### config.mk
export PLATFORM = sky130hd
export DESIGN_NAME = tick_step_ctrl
export DESIGN_NICKNAME = d
export VERILOG_FILES = /design/src/rtl/tick_step_pkg.sv /design/src/rtl/btn_debounce.sv /design/src/rtl/tick_step_ctrl.sv
export SDC_FILE = /design/constraint.sdc
export NUM_CORES = 1
export LEC_CHECK = 0
export ABC_AREA = 1
export CORE_ASPECT_RATIO = 1.25
export CORE_UTILIZATION = 55
export CTS_CLUSTER_SIZE = 20
export DETAILED_ROUTE_END_ITERATION = 6
export GPL_TIMING_DRIVEN = 1
export PLACE_DENSITY = 0.82
export SKIP_CTS_REPAIR_TIMING = 1
export SLEW_MARGIN = 20
export SYNTH_ARGS = -nofsm -noshare
export SYNTH_HDL_FRONTEND = slang
export SYNTH_SLANG_ARGS = --single-unit
### constraint.sdc
create_clock -name clk -period 2.78 [get_ports clk]
set_clock_uncertainty 0.05 [all_clocks]
set_input_delay 0.278 -clock clk [delete_from_list [all_inputs] [get_ports clk]]
set_output_delay 0.278 -clock clk [all_outputs]
set_load 0.03 [all_outputs]
### src/rtl/tick_step_pkg.sv
// Shared types and constants for the tick/step clock-enable controller.
package tick_step_pkg;

   typedef enum logic [1:0] {
      IDLE   = 2'd0,
      RUN    = 2'd1,
      STEP   = 2'd2,
      HALTED = 2'd3
   } state_t;

   localparam int DB_CNT_W = 20;

endpackage

### src/rtl/btn_debounce.sv
// Push-button debouncer: the output follows the already-synchronized input only
// after it has held the same level for DEBOUNCE_CYCLES consecutive clocks.
module btn_debounce
   import tick_step_pkg::*;
#(
   parameter int DEBOUNCE_CYCLES = 1000000
)
(
   input  logic clk,
   input  logic rst,
   input  logic raw,
   output logic level
);

   localparam logic [DB_CNT_W-1:0] LP_LAST = DB_CNT_W'(DEBOUNCE_CYCLES - 1);

   logic [DB_CNT_W-1:0] r_cnt;
   logic                r_prev;
   logic                r_level;

   // Any edge on the input restarts the stability window.
   always_ff @(posedge clk or negedge rst) begin
      if (!rst) begin
         r_cnt   <= '0;
         r_prev  <= 1'b0;
         r_level <= 1'b0;
      end else begin
         r_prev <= raw;
         if (raw != r_prev) begin
            r_cnt <= '0;
         end else if (r_cnt != LP_LAST) begin
            r_cnt <= r_cnt + 1'b1;
         end else begin
            r_level <= r_prev;
         end
      end
   end

   assign level = r_level;

endmodule

### src/rtl/tick_step_ctrl.sv
// Run/single-step controller: turns slow divider ticks into one-cycle clock
// enables for the processor datapath, gated by run switch, step button and halt.
module tick_step_ctrl
   import tick_step_pkg::*;
#(
   parameter int DEBOUNCE_CYCLES = 1000000,
   parameter int CNT_W           = 8
)
(
   input  logic             clk,
   input  logic             rst,
   input  logic             tick_in,
   input  logic             run_sw,
   input  logic             step_btn,
   input  logic             halt,
   output logic             step_en,
   output logic [CNT_W-1:0] tick_count,
   output logic [1:0]       state_o
);

   logic r_tick_s1, r_tick_s2, r_tick_s3;
   logic r_run_s1, r_run_s2;
   logic r_btn_s1, r_btn_s2;
   logic r_valid1, r_valid2, r_armed;
   logic r_tick_rise;
   logic r_btn_db_d, r_step_req, r_step_en;
   logic [CNT_W-1:0] r_count;
   state_t r_state, w_next;
   logic w_issue, w_btn_db;

   // Synchronizers plus edge detect; a tick only counts once the synced input
   // has been seen low, so a tick_in already high at reset release is ignored.
   always_ff @(posedge clk or negedge rst) begin
      if (!rst) begin
         r_tick_s1   <= 1'b0;
         r_tick_s2   <= 1'b0;
         r_tick_s3   <= 1'b0;
         r_run_s1    <= 1'b0;
         r_run_s2    <= 1'b0;
         r_btn_s1    <= 1'b0;
         r_btn_s2    <= 1'b0;
         r_valid1    <= 1'b0;
         r_valid2    <= 1'b0;
         r_armed     <= 1'b0;
         r_tick_rise <= 1'b0;
      end else begin
         r_tick_s1   <= tick_in;
         r_tick_s2   <= r_tick_s1;
         r_tick_s3   <= r_tick_s2;
         r_run_s1    <= run_sw;
         r_run_s2    <= r_run_s1;
         r_btn_s1    <= step_btn;
         r_btn_s2    <= r_btn_s1;
         r_valid1    <= 1'b1;
         r_valid2    <= r_valid1;
         if (r_valid2 && !r_tick_s2) begin
            r_armed <= 1'b1;
         end
         r_tick_rise <= r_armed & r_tick_s2 & ~r_tick_s3;
      end
   end

   btn_debounce #(
      .DEBOUNCE_CYCLES(DEBOUNCE_CYCLES)
   ) u_debounce (
      .clk  (clk),
      .rst  (rst),
      .raw  (r_btn_s2),
      .level(w_btn_db)
   );

   always_comb begin
      w_next  = r_state;
      w_issue = 1'b0;
      case (r_state)
         IDLE: begin
            if (halt) w_next = HALTED;
            else if (r_run_s2) w_next = RUN;
            else if (r_step_req) w_next = STEP;
         end
         RUN: begin
            if (halt) w_next = HALTED;
            else if (!r_run_s2) w_next = IDLE;
            else w_issue = r_tick_rise;
         end
         STEP: begin
            if (halt) begin
               w_next = HALTED;
            end else if (r_tick_rise) begin
               w_issue = 1'b1;
               w_next  = IDLE;
            end
         end
         HALTED: begin
            if (!halt && !r_run_s2) w_next = IDLE;
         end
         default: w_next = IDLE;
      endcase
   end

   // Step requests are dropped in RUN/HALTED so a press made there never
   // turns into a stale step afterwards.
   always_ff @(posedge clk or negedge rst) begin
      if (!rst) begin
         r_state    <= IDLE;
         r_btn_db_d <= 1'b0;
         r_step_req <= 1'b0;
         r_step_en  <= 1'b0;
         r_count    <= '0;
      end else begin
         r_state    <= w_next;
         r_btn_db_d <= w_btn_db;
         r_step_en  <= w_issue;
         if (r_state == RUN || r_state == HALTED ||
             (r_state == IDLE && w_next == STEP)) begin
            r_step_req <= 1'b0;
         end else if (w_btn_db && !r_btn_db_d) begin
            r_step_req <= 1'b1;
         end
         if (w_issue) begin
            r_count <= r_count + CNT_W'(1);
         end
      end
   end

   assign step_en    = r_step_en;
   assign tick_count = r_count;
   assign state_o    = r_state;

endmodule

==> results of run 1 <==
-- worst max-delay path by stage --
stage / slack (ns) / start / to / cells after the start
6_report: 0.98 / state_o[1]$_DFF_PN0_ / state_o[1] / 1
5_1_grt: 0.82 / state_o[1]$_DFF_PN0_ / tick_count[2]$_DFFE_PN0P_ / 7
4_1_cts: 0.97 / state_o[1]$_DFF_PN0_ / state_o[1] / 1
3_5_place_dp: 1.04 / state_o[1]$_DFF_PN0_ / tick_count[2]$_DFFE_PN0P_ / 7
3_3_place_gp: 1.09 / state_o[1]$_DFF_PN0_ / tick_count[2]$_DFFE_PN0P_ / 7
2_1_floorplan: 1.03 / state_o[1]$_DFF_PN0_ / tick_count[2]$_DFFE_PN0P_ / 7
-- synth_stat cells --
cell	instances	share of area [%]
nand2_1	90	14
dfrtp_1	46	49
nor2_1	41	6.6
inv_1	37	5.9
nand3_1	17	3.6
o21ai_0	11	2.4
a21oi_1	7	1.5
ha_1	6	3.2
xor2_1	6	2.2
nand4_1	5	1.3
nor3_1	4	0.86
nor2_4	3	1.4
or2_2	3	0.80
xnor2_1	3	1.1
inv_2	2	0.32
nand2_2	2	0.53
nand3_2	2	0.86
nor2_2	2	0.53
nor3_4	2	1.4
a21o_1	1	0.32
a22oi_1	1	0.32
clkbuf_8	1	0.59
conb_1	1	0.16
nand3b_1	1	0.32
-- layout by cell type, fill, tap and decap left out, drive strengths merged, types with 5 or more instances in the layout --
cell / count
clkdlybuf4s50: 15
nor3: 6
o21ai: 11
nand2: 92
nand4: 5
ha: 6
inv: 40
nor2: 46
xor2: 6
nand3: 19
dfrtp: 46
clkbuf: 5
a21oi: 7
-- cells by family (layout without fill, tap and decap cells) --
kind of cell / Yosys count / after routing / synth area share (%)
AND/OR/NAND/NOR: 172 / 172 / 32.7
flip-flops: 46 / 46 / 49.2
buffers and inverters: 40 / 64 / 6.84
AO/OA/AOI/OAI: 20 / 20 / 4.49
XOR/XNOR: 9 / 9 / 3.37
adder cells (fa/ha/maj): 6 / 6 / 3.21
other: 1 / 1 / 0.160
-- through the flow --
step,cells,instance area [sq um],total power [mW]
floorplan,294,2340,1.11
global route,374,2660,1.78
CTS,373,2650,1.69
finish,374,2660,1.68
detailed placement,365,2550,1.27
global placement,365,2550,1.27
-- power groups by stage --
stage / sequential [mW] / combinational, mW / clock (mW)
after floorplan: 0.880 / 0.229 / 0
after global placement: 0.798 / 0.468 / 0
after detailed placement: 0.799 / 0.474 / 0
after CTS: 0.786 / 0.476 / 0.429
after global routing: 0.794 / 0.535 / 0.451
final: 0.786 / 0.472 / 0.417
-- layout make-up --
class,count,share of cell area [%]
clock buffer,5,2.59
clock inverter,3,0.942
inverter,39,5.51
multi-input combinational,208,38.7
sequential,46,43.3
tap,56,2.64
timing repair buffer,17,6.31
-- per-layer routing --
layer	track usage, %	vias to the layer above	share of wire [%]
met4	8.53	0	1.4
met1	26.1	821	46
li1	-	962	-
met2	35.4	16	50
met5	0	-	0
met3	4.81	7	2.1
==> results.toml, run 1 <==
[status]
status = "finished clean"

[worst_setup_path]
crit_fanout = 6
worst_r2r_startpoint = "state_o[1]$_DFF_PN0_"
slowest_delay_ns = 0.71
cp_slowest_cell = "clkdlybuf4s50_1"
crit_path_cell_trace = "clkdlybuf4s50_1"
arrival_ns = 1.47
crit_family = "buffers and inverters"
r2r_end = "tick_count[2]$_DFFE_PN0P_"
rrSetupSlack_ns = 1.01
criticalPathCategory = "flip-flop to output port"
crit_path_end_kind = "output port"
rr_worst_depth = 7
worstPathRequired_ns = 2.45
cp_num_buf_inv = 1
worstSetupStartpointType = "flip-flop"

[power_and_ir_drop]
p_sw_uw = 588
power_density_mw_per_mm2 = 630
sequentialPowerShare_pct = 46.9
combPwrFrac_pct = 28.2
peakVddDrop_uv = 361
p_sw_share_pct = 35.1
power_frac_clock_pct = 24.9
p_leak_nw = 1.30
intPower_mw = 1.09

[drt]
postRouteAntennaNets = 0
viasPerCell = 4.83
drt-total-wl_um = 4110
dr_total_vias = 1806
post_drt_wl_per_cell_um = 11.0
dr.pass1.iters = 4
drt_iter0_drc = 44
drc = 0

[sta]
final.setup.worst_slack_ns = 0.984
max_freq_mhz = 557
worstMarginPinSlew_ns = 0.550
setup_viol = 0
drv_slew = 0
setup_tns_ns = 0
hold_slack_ns = 0.306
period_needed_ns = 1.80
relSlewSlack_pct = 63.3
period_share_pct = 64.6
hold_viol = 0
rsz0062_at_grt = "false"

[global_route]
grt-ovfl-total = 0
grt_usage_pct = 21.1
grt_max_degree = 47
grt_pass1_wl_um = 7030
first_global_vias = 1714
antenna_found_initial = 0

[die]
fp-row-count = 26
start_util_pct = 57.5
dieArea_sq_mm = 0.00452
die_y_um = 74.9
ios = 17
coreArea_sq_mm = 0.00407
die_w_um = 60.3

[yosys]
synth_seq_area_share_pct = 49.2
synth_warnings = 0
syn-num-nets = 306
synth_area_per_cell_sq_um = 7.96
yosys.cell_types.count = 24
syn_inst = 294
synth.ff_latch_count = 46
synth_area_sq_mm = 0.00234

[cells_and_area]
fin_util_pct = 65.4
area_growth_pct = 13.6
fin_nets = 329
diodes = 0
largest_reg_flops = 20
multi_input_area_sq_mm = 0.00103
drive_gt1_share_pct = 7.86
largest-register = "u_debounce.r_cnt"
ff_latch_area_sq_mm = 0.00115
fillers = 347

[clock_network]
clock_latency_ns = 0.30
clock_sinks = 46
clk_path_buf_depth = 2
cts_buffers = 5
cts_tree = "yes"
cts_root_buf = "clkbuf_8"
clkTransAtPathRegs_ns = 0.09
cts_max_level = 2

[min_path]
whs_path_depth = 0
worstHoldEndpoint = "r_tick_s2$_DFF_PN0_"
min-delay-path-class = "flip-flop to flip-flop"
hold_path_startpoint = "r_tick_s1$_DFF_PN0_"

[place]
pre_cts_slack_ns = 1.04
gp_congestion = 0.834
post-dp-hpwl_um = 3080
io_buffers = 16

[run]
max_cap_violations = 0
Note: power is estimated with default switching activity, not from simulation.
==> run 2: changes to the inputs <==
- clock period: 2.78 -> 1.9 ns (I/O delays scaled with it)
==> run 2 against run 1 <==
Effect of this change: worst hold slack got worse by 0.039 ns; cell area increased by 0.33%; critical path type is now flip-flop to flip-flop; clock-buffer cell count unchanged; flip-flop and latch count stayed put.
==> results.toml, run 2 (synthesized netlist as in run 1, its figures left out) <==
[worst_setup_path]
crit_path_end_kind = "flip-flop"
crit_family = "flip-flops"
crit_path_cell_trace = "inv_1 -> ha_1 -> a21oi_1 -> nor2_1 -> nand2_1 -> nor2_1 -> xor2_1"
cp_num_buf_inv = 1
worstPathRequired_ns = 2.03
path_common_cell = "nor2_1"
slowest_delay_ns = 0.45
worstSetupStartpointType = "flip-flop"
crit_fanout = 6
cp_slowest_cell = "dfrtp_1"
arrival_ns = 1.87
criticalPathCategory = "flip-flop to flip-flop"

[drt]
dr_total_vias = 1872
postRouteAntennaNets = 0
drc = 0
dr.pass1.iters = 4
drt-total-wl_um = 4280
post_drt_wl_per_cell_um = 11.4
drt_iter0_drc = 99
viasPerCell = 4.98

[die]
ios = 17
fp-row-count = 26
die_y_um = 74.9
dieArea_sq_mm = 0.00452
start_util_pct = 57.5
coreArea_sq_mm = 0.00407
die_w_um = 60.3

[cells_and_area]
diodes = 0
largest_reg_flops = 20
final_common_cell = "nand2_1"
layout_common_cells = "nand2_1, dfrtp_1, nor2_1, inv_1, nand3_1"
fin_nets = 331
drive_gt1_share_pct = 8.44
largest-register = "u_debounce.r_cnt"
area_growth_pct = 14.0

[sta]
setup_tns_ns = 0
hold_viol = 0
rsz0062_at_grt = "false"
max_freq_mhz = 577
period_needed_ns = 1.73
setup_viol = 0
drv_slew = 0
hold_slack_ns = 0.267
period_share_pct = 91.2

[clock_network]
cts_buffers = 5
clock_latency_ns = 0.30
clk_path_buf_depth = 2
clock_sinks = 46
cts_tree = "yes"
cts_root_buf = "clkbuf_8"
clkTransAtPathRegs_ns = 0.09
cts_max_level = 2

[global_route]
first_global_vias = 1762
grt_max_degree = 23
grt_pass1_wl_um = 7160
grt-ovfl-total = 0
antenna_found_initial = 0
grt_usage_pct = 21.5

[power_and_ir_drop]
power_density_mw_per_mm2 = 918
p_leak_nw = 1.31
peakVddDrop_uv = 717

[place]
post-dp-hpwl_um = 3230
gp_congestion = 0.845
io_buffers = 16

[status]
status = "finished clean"

[run]
max_cap_violations = 0

[min_path]
min-delay-path-class = "input port to flip-flop"
[run 2: final cells by class]
type | instances | area, sq um
flip-flops and latches | 46 | 1150
repair buffers | 19 | 180
inverters | 39 | 146
clock buffers | 5 | 68.8
well taps | 56 | 70.1
clock inverters | 3 | 21.3
multi-input cells | 208 | 1030
fillers | 342 | 1400
[run 2: worst paths after layout]
check	startpoint	to	slack [ns]	depth (start not counted)
worst max-delay path	state_o[1]$_DFF_PN0_	tick_count[2]$_DFFE_PN0P_	0.17	7
worst min-delay path	step_btn	r_btn_s1$_DFF_PN0_	0.27	1
worst max register to register	state_o[1]$_DFF_PN0_	tick_count[2]$_DFFE_PN0P_	0.17	7
worst min register to register	r_run_s1$_DFF_PN0_	r_run_s2$_DFF_PN0_	0.31	0
max in group asynchronous	rst	u_debounce.r_cnt[9]$_DFFE_PN0N_	0.94	3
min in group asynchronous	rst	r_run_s1$_DFF_PN0_	0.31	2
[run 2: routing by layer]
layer | part of all wire, % | track usage [%] | vias to the layer above | wire, um
met2 | 48 | 35.3 | 41 | 2060
met5 | 0 | 0 | - | 0
met1 | 46 | 27.4 | 856 | 1950
met3 | 4.0 | 4.64 | 9 | 173
met4 | 2.1 | 9.30 | 0 | 91
li1 | - | - | 966 | -
[run 2: worst reg2reg max path: cells and delay by family, from the launching register on]
kind / cells / cell delay [ns]
buf+inv: 1 / 0.11
fa+ha+maj: 1 / 0.23
flops: 1 / 0.45
xor+xnor: 1 / 0.14
compound gates: 1 / 0.31
simple gates: 3 / 0.32
[run 2: power breakdown]
part / switching (mW) / internal, mW / total [mW]
logic: 0.438 / 0.268 / 0.706
registers: 0.0834 / 1.06 / 1.15
clock network: 0.335 / 0.258 / 0.593
total: 0.856 / 1.59 / 2.45
[run 2: through the flow]
step / utilization [%] / setup slack [ns] / instances / power, mW / instance area (sq um)
2_1_floorplan: - / 0.151 / 294 / 1.62 / 2340
3_3_place_gp: 63.1 / 0.259 / 367 / 1.85 / 2570
3_5_place_dp: 63.1 / 0.169 / 367 / 1.87 / 2570
4_1_cts: 65.3 / 0.161 / 375 / 2.47 / 2660
5_1_grt: 65.6 / 0.0210 / 376 / 2.58 / 2670
6_report: 65.6 / 0.167 / 376 / 2.45 / 2670
==> RTL change 1, RTL diff (config.mk and constraints of run 1) <==
The package constant `DB_CNT_W` goes from 20 to 24.
--- a/src/rtl/tick_step_pkg.sv
+++ b/src/rtl/tick_step_pkg.sv
@@ -9,5 +9,5 @@
    } state_t;
 
-   localparam int DB_CNT_W = 20;
+   localparam int DB_CNT_W = 24;
 
 endpackage
Behaviour: no difference found for any inputs over 10 cycles, from zero or initial values and one cycle with rst low; that may be too few to reach the edited logic, so the function may still have changed.
==> RTL change 1 against run 1 <==
  * The run now ends with hold timing left
  * Setup slack better by 23 ps
  * Total power is 3.5% higher
  * Wire length is 18% higher
  * Design area is 10% higher
  * Sequential cell count is 4 higher
  * Highest routed layer unchanged
  * Critical endpoint is now tick_count[4]
  * Register-to-register slack better by 130 ps
  * Count of clock-buffer cells in the layout stayed put
  * Synthesized area is 11% higher
  * Utilization is 0.36 points higher
  * Hold slack worse by 320 ps
==> RTL change 1: results (changes against run 1) <==
| Metric | Value |
|---|---|
| Status | `finished, violations left` |
| Failing checks | `hold timing` |
| Synth cell types | `27 (+13%)` |
| Hold slack final | `-11.8 ps (-318 ps)` |
| Number of global-route vias before repair | `2081 (+21%)` |
| Met1 WL | `2070 um (+8.7%)` |
| Worst-Skew Late Latency | `310 ps` |
| Port buffer count | `16 (unchanged)` |
| Hold WC Path Type | `in -> async` |
| Reg-to-Reg Start | `u_debounce.r_prev` |
| Leak | `1.47 nW (+13%)` |
| Initial antenna violation count | `0 (unchanged)` |
| Syn_nets | `349 (+14%)` |
| Share of layout cells above drive strength 1 | `0.0773 (-0.00127)` |
| DRT Wirelength | `4830 um (+18%)` |
| Ant diodes | `0 (unchanged)` |
| GP Congestion | `0.867 (+4.0%)` |
| Largest net degree at the start of global routing | `38 (-19%)` |
| Dpl ws | `1140 ps (+100 ps)` |
| DR WL met3 | `168 um (+95%)` |
| Detailed Route Iter0 Violations | `87 (+98%)` |
| Most area-consuming cells after synthesis | `dfrtp_1 48%, nand2_1 15%, nor2_1 8.1%, inv_1 6.6%, nand3_1 3.9%` |
| VDD IR max | `301 uV (-16%)` |
| Synth cell count leaders | `102 x nand2_1, 56 x nor2_1, 50 x dfrtp_1, 46 x inv_1, 20 x nand3_1` |
| Fillers | `409 (+18%)` |
| M3 GR Usage | `0.0431 (-0.00501)` |
| Overall Global Routing Usage | `0.228 (+0.0171)` |
| Crit. Startpoint | `tick_count[4]` |
| Sequential-to-total area share from yosys stat | `0.481 (-0.0105)` |
| Num CTS Buffers | `5 (unchanged)` |
| 1st-pass router iterations | `5 (+1)` |
| Met1 Use GR | `0.260 (-0.000819)` |
| Max reg flops | `24 (+20%)` |
| Hold violation total from the final report | `21 (+21)` |
| Met2 usage | `0.400 (+0.0459)` |
| First-pass GRT wire length | `8710 um (+24%)` |
| CP Data Arrival Time | `1450 ps (-20 ps)` |
| Hpwl dp | `3650 um (+18%)` |
| Least-Margin Pin Slew | `790 ps (+240 ps)` |
| Fin nets | `373 (+13%)` |
| Slowest cell delay on critical path | `700 ps` |
| Met2 routed WL | `2450 um (+19%)` |
| Routed vias/inst | `5.03 (+4.2%)` |
| Max FO, Critical Path | `5 (-1)` |
==> RTL change 1: metrics by stage <==
step | instance area (um2) | total power [mW] | cells
2_1_floorplan | 2600 | 1.14 | 337
3_3_place_gp | 2840 | 1.30 | 412
3_5_place_dp | 2840 | 1.33 | 412
4_1_cts | 2930 | 1.75 | 420
5_1_grt | 2930 | 1.83 | 420
6_report | 2930 | 1.73 | 420
==> RTL change 1: worst register-to-register path, delay by kind of cell (launching register included) <==
family | cells | cell delay, ps
buf+inv | 2 | 580
flops | 1 | 410
simple gates | 5 | 500
==> RTL change 1: cell type report <==
cell class                 instances  share of cell area
inverter                          46              0.0589
clock buffer                       5              0.0235
multi-input combinational        239               0.398
sequential                        50               0.427
tap                               58              0.0248
timing repair buffer              19              0.0606
clock inverter                     3             0.00726
==> RTL change 1: logic make-up after synthesis <==
| family | after synthesis | share of synthesized area |
|---|---|---|
| AOI/OAI and AO/OA | 20 | 0.0409 |
| other | 1 | 0.00144 |
| DFF | 50 | 0.481 |
| adders and majority gates | 6 | 0.0289 |
| buffers and inverters | 48 | 0.0698 |
| and+or+nand+nor | 202 | 0.344 |
| xor gates and xnor gates | 10 | 0.0337 |
==> RTL change 1: report_power, final <==
part           internal [mW]  switching [mW]  leakage (nW)
sequential             0.788          0.0531         0.653
combinational          0.179           0.288         0.771
clock                  0.177           0.249        0.0441
total                   1.14           0.590          1.47
==> RTL change 1: final timing paths <==
kind / endpoint / slack [ps] / depth (start not counted)
max: tick_count[4] / 1010 / 1
min in group clk: r_tick_s2 / 300 / 0
min reg2reg: r_tick_s2 / 300 / 0
max reg2reg: u_debounce.level / 1140 / 7
min: r_run_s2 / -10 / 1
max in group asynchronous: u_debounce.r_cnt[4] / 2070 / 2
==> RTL change 2, RTL diff (config.mk and constraints of run 1) <==
Made on the original files. Add an input register stage for `tick_in`, `run_sw`, `step_btn` and `halt`, with the module's reset; this delays them by one clock.
--- a/src/rtl/tick_step_ctrl.sv
+++ b/src/rtl/tick_step_ctrl.sv
@@ -18,4 +18,23 @@
    output logic [1:0]       state_o
 );
+
+   logic tick_q;
+   logic run_sw_q;
+   logic step_btn_q;
+   logic halt_q;
+
+   always_ff @(posedge clk or negedge rst) begin
+      if (!rst) begin
+         tick_q     <= '0;
+         run_sw_q   <= '0;
+         step_btn_q <= '0;
+         halt_q     <= '0;
+      end else begin
+         tick_q     <= tick_in;
+         run_sw_q   <= run_sw;
+         step_btn_q <= step_btn;
+         halt_q     <= halt;
+      end
+   end
 
    logic r_tick_s1, r_tick_s2, r_tick_s3;
@@ -45,10 +64,10 @@
          r_tick_rise <= 1'b0;
       end else begin
-         r_tick_s1   <= tick_in;
+         r_tick_s1   <= tick_q;
          r_tick_s2   <= r_tick_s1;
          r_tick_s3   <= r_tick_s2;
-         r_run_s1    <= run_sw;
+         r_run_s1    <= run_sw_q;
          r_run_s2    <= r_run_s1;
-         r_btn_s1    <= step_btn;
+         r_btn_s1    <= step_btn_q;
          r_btn_s2    <= r_btn_s1;
          r_valid1    <= 1'b1;
@@ -75,15 +94,15 @@
       case (r_state)
          IDLE: begin
-            if (halt) w_next = HALTED;
+            if (halt_q) w_next = HALTED;
             else if (r_run_s2) w_next = RUN;
             else if (r_step_req) w_next = STEP;
          end
          RUN: begin
-            if (halt) w_next = HALTED;
+            if (halt_q) w_next = HALTED;
             else if (!r_run_s2) w_next = IDLE;
             else w_issue = r_tick_rise;
          end
          STEP: begin
-            if (halt) begin
+            if (halt_q) begin
                w_next = HALTED;
             end else if (r_tick_rise) begin
@@ -93,5 +112,5 @@
          end
          HALTED: begin
-            if (!halt && !r_run_s2) w_next = IDLE;
+            if (!halt_q && !r_run_s2) w_next = IDLE;
          end
          default: w_next = IDLE;
Behaviour: not the same (Yosys sat finds a counterexample within 4 cycles, from zero or initial values and one cycle with rst low).
==> RTL change 2 against run 1 <==
  * Critical path depth stayed put
  * Total power is 3.1% lower
  * Synthesized area is 6.3% higher
  * Combinational power is 24% lower
  * Wire length is 7.6% higher
  * Sequential power is 4.5% higher
  * Synthesized cell count is 5.8% higher
  * Via count is 9.6% higher
  * Design area is 5.9% higher
  * Global-route usage is 0.85 points lower
  * Setup slack worse by 18 ps
  * Sequential cell count is 4 higher
  * Critical path type unchanged
==> RTL change 2: results (changes against run 1) <==
| Metric | Value |
|---|---|
| Status | `finished, final reports clean` |
| Worst path slowest cell | `clkdlybuf4s50_1` |
| Slowest cell delay on critical path | `710 ps (about the same)` |
| Dpl cells | `383 (+4.9%)` |
| Synth cell types | `24 (unchanged)` |
| Max FO, Critical Path | `6 (unchanged)` |
| 1st-pass router iterations | `4 (unchanged)` |
| Leak | `1.32 nW (+1.3%)` |
| Most used DFF post-synth | `dfrtp_1` |
| Clock transition at the registers of the reported paths | `approximately 100 ps` |
| Synth async-reset ratio | `1.00 (unchanged)` |
| Max H-tree Level | `2 (unchanged)` |
| Post-DP Area | `0.00271 mm2 (+6.1%)` |
| GP Congestion | `0.911 (+9.3%)` |
| Biggest register | `u_debounce.r_cnt` |
| Ant diodes | `0 (unchanged)` |
| Largest net degree at the start of global routing | `28 (-40%)` |
| Share of layout cells above drive strength 1 | `0.0808 (+0.00222)` |
| First-pass GRT wire length | `7680 um (+9.2%)` |
| Overall Global Routing Usage | `0.203 (-0.00854)` |
| DRT Wirelength | `4420 um (+7.6%)` |
| Detailed Route Iter0 Violations | `118 (+170%)` |
| Slew headroom | `0.607 (-0.0262)` |
| Sequential-to-total area share from yosys stat | `0.503 (+0.0113)` |
| Fin nets | `345 (+4.9%)` |
| VDD IR max | `290 uV (-20%)` |
| Initial antenna violation count | `0 (unchanged)` |
| Most area-consuming cells after synthesis | `dfrtp_1 50%, nand2_1 12%, nor2_1 7.7%, inv_1 5.7%, nand3_1 5.0%` |
| Routed vias | `1980 (+9.6%)` |
| Syn_nets | `323 (+5.6%)` |
| Fin Setup TNS | `0 ps (unchanged)` |
| Worst-Skew Late Latency | `around 310 ps` |
| Max reg flops | `20 (unchanged)` |
| Number of global-route vias before repair | `1789 (+4.4%)` |
| Final std cells w/o fill | `392 (+4.8%)` |
| Hpwl dp | `3300 um (+7.1%)` |
| Top Family by Delay on Critical Path | `buffers and inverters` |
| CP Data Arrival Time | `1490 ps (+20 ps)` |
| Yosys warns | `0 (unchanged)` |
| CTS max path bufs | `2 (unchanged)` |
| Hold WC Path Type | `reg -> reg` |
| Port buffer count | `16 (unchanged)` |
| Num CTS Buffers | `5 (unchanged)` |
| Syn Area/Cell | `7.99 um2 (+0.45%)` |
| Synth cell count leaders | `81 x nand2_1, 51 x nor2_1, 50 x dfrtp_1, 38 x inv_1, 25 x nand3_1` |
| Root Buffer | `clkbuf_8` |
RTL change 2: per-stage QoR:
step	utilization	worst slack (ps)
global route	0.646	911
finish	0.646	966
floorplan	-	1130
detailed placement	0.621	1200
CTS	0.643	967
global placement	0.621	1210
RTL change 2: report_power, final:
group	leakage (nW)	switching (mW)	internal [mW]
clock network	0.0502	0.256	0.187
logic	0.615	0.221	0.139
registers	0.652	0.0475	0.774
total	1.32	0.524	1.10
RTL change 2: layout make-up:
type	count	area, um2
Clock inverter	3	28.8
Multi-Input combinational cell	220	1080
Timing Repair Buffer	18	173
Tap cell	58	72.6
Fill cell	365	1540
Sequential cell	50	1250
Inverter	38	143
Clock buffer	5	68.8
RTL change 2: layer usage:
layer	global-route usage	wire (um)
met4	0.0744	67
met1	0.252	1950
met3	0.0357	136
met2	0.351	2270
met5	0	0
RTL change 2: final timing paths:
path | startpoint | to | slack [ps] | cells past startpoint
worst max-delay path | tick_count[0] | tick_count[0] | 970 | 1
worst min-delay path | r_tick_s1 | r_tick_s2 | 300 | 0
worst max register to register | state_o[1] | tick_count[4] | 1180 | 7
worst min register to register | r_tick_s1 | r_tick_s2 | 300 | 0
max in group asynchronous | rst | u_debounce.r_prev | 1530 | 3
min in group asynchronous | rst | r_run_s2 | 420 | 2
RTL change 2: cell families after synthesis:
family,count (synthesis),synth area share
and+or+nand+nor,184,0.332
DFF,50,0.503
buffers and inverters,41,0.0634
AOI/OAI and AO/OA,23,0.0483
xor gates and xnor gates,6,0.0211
adders and majority gates,6,0.0302
other,1,0.00151
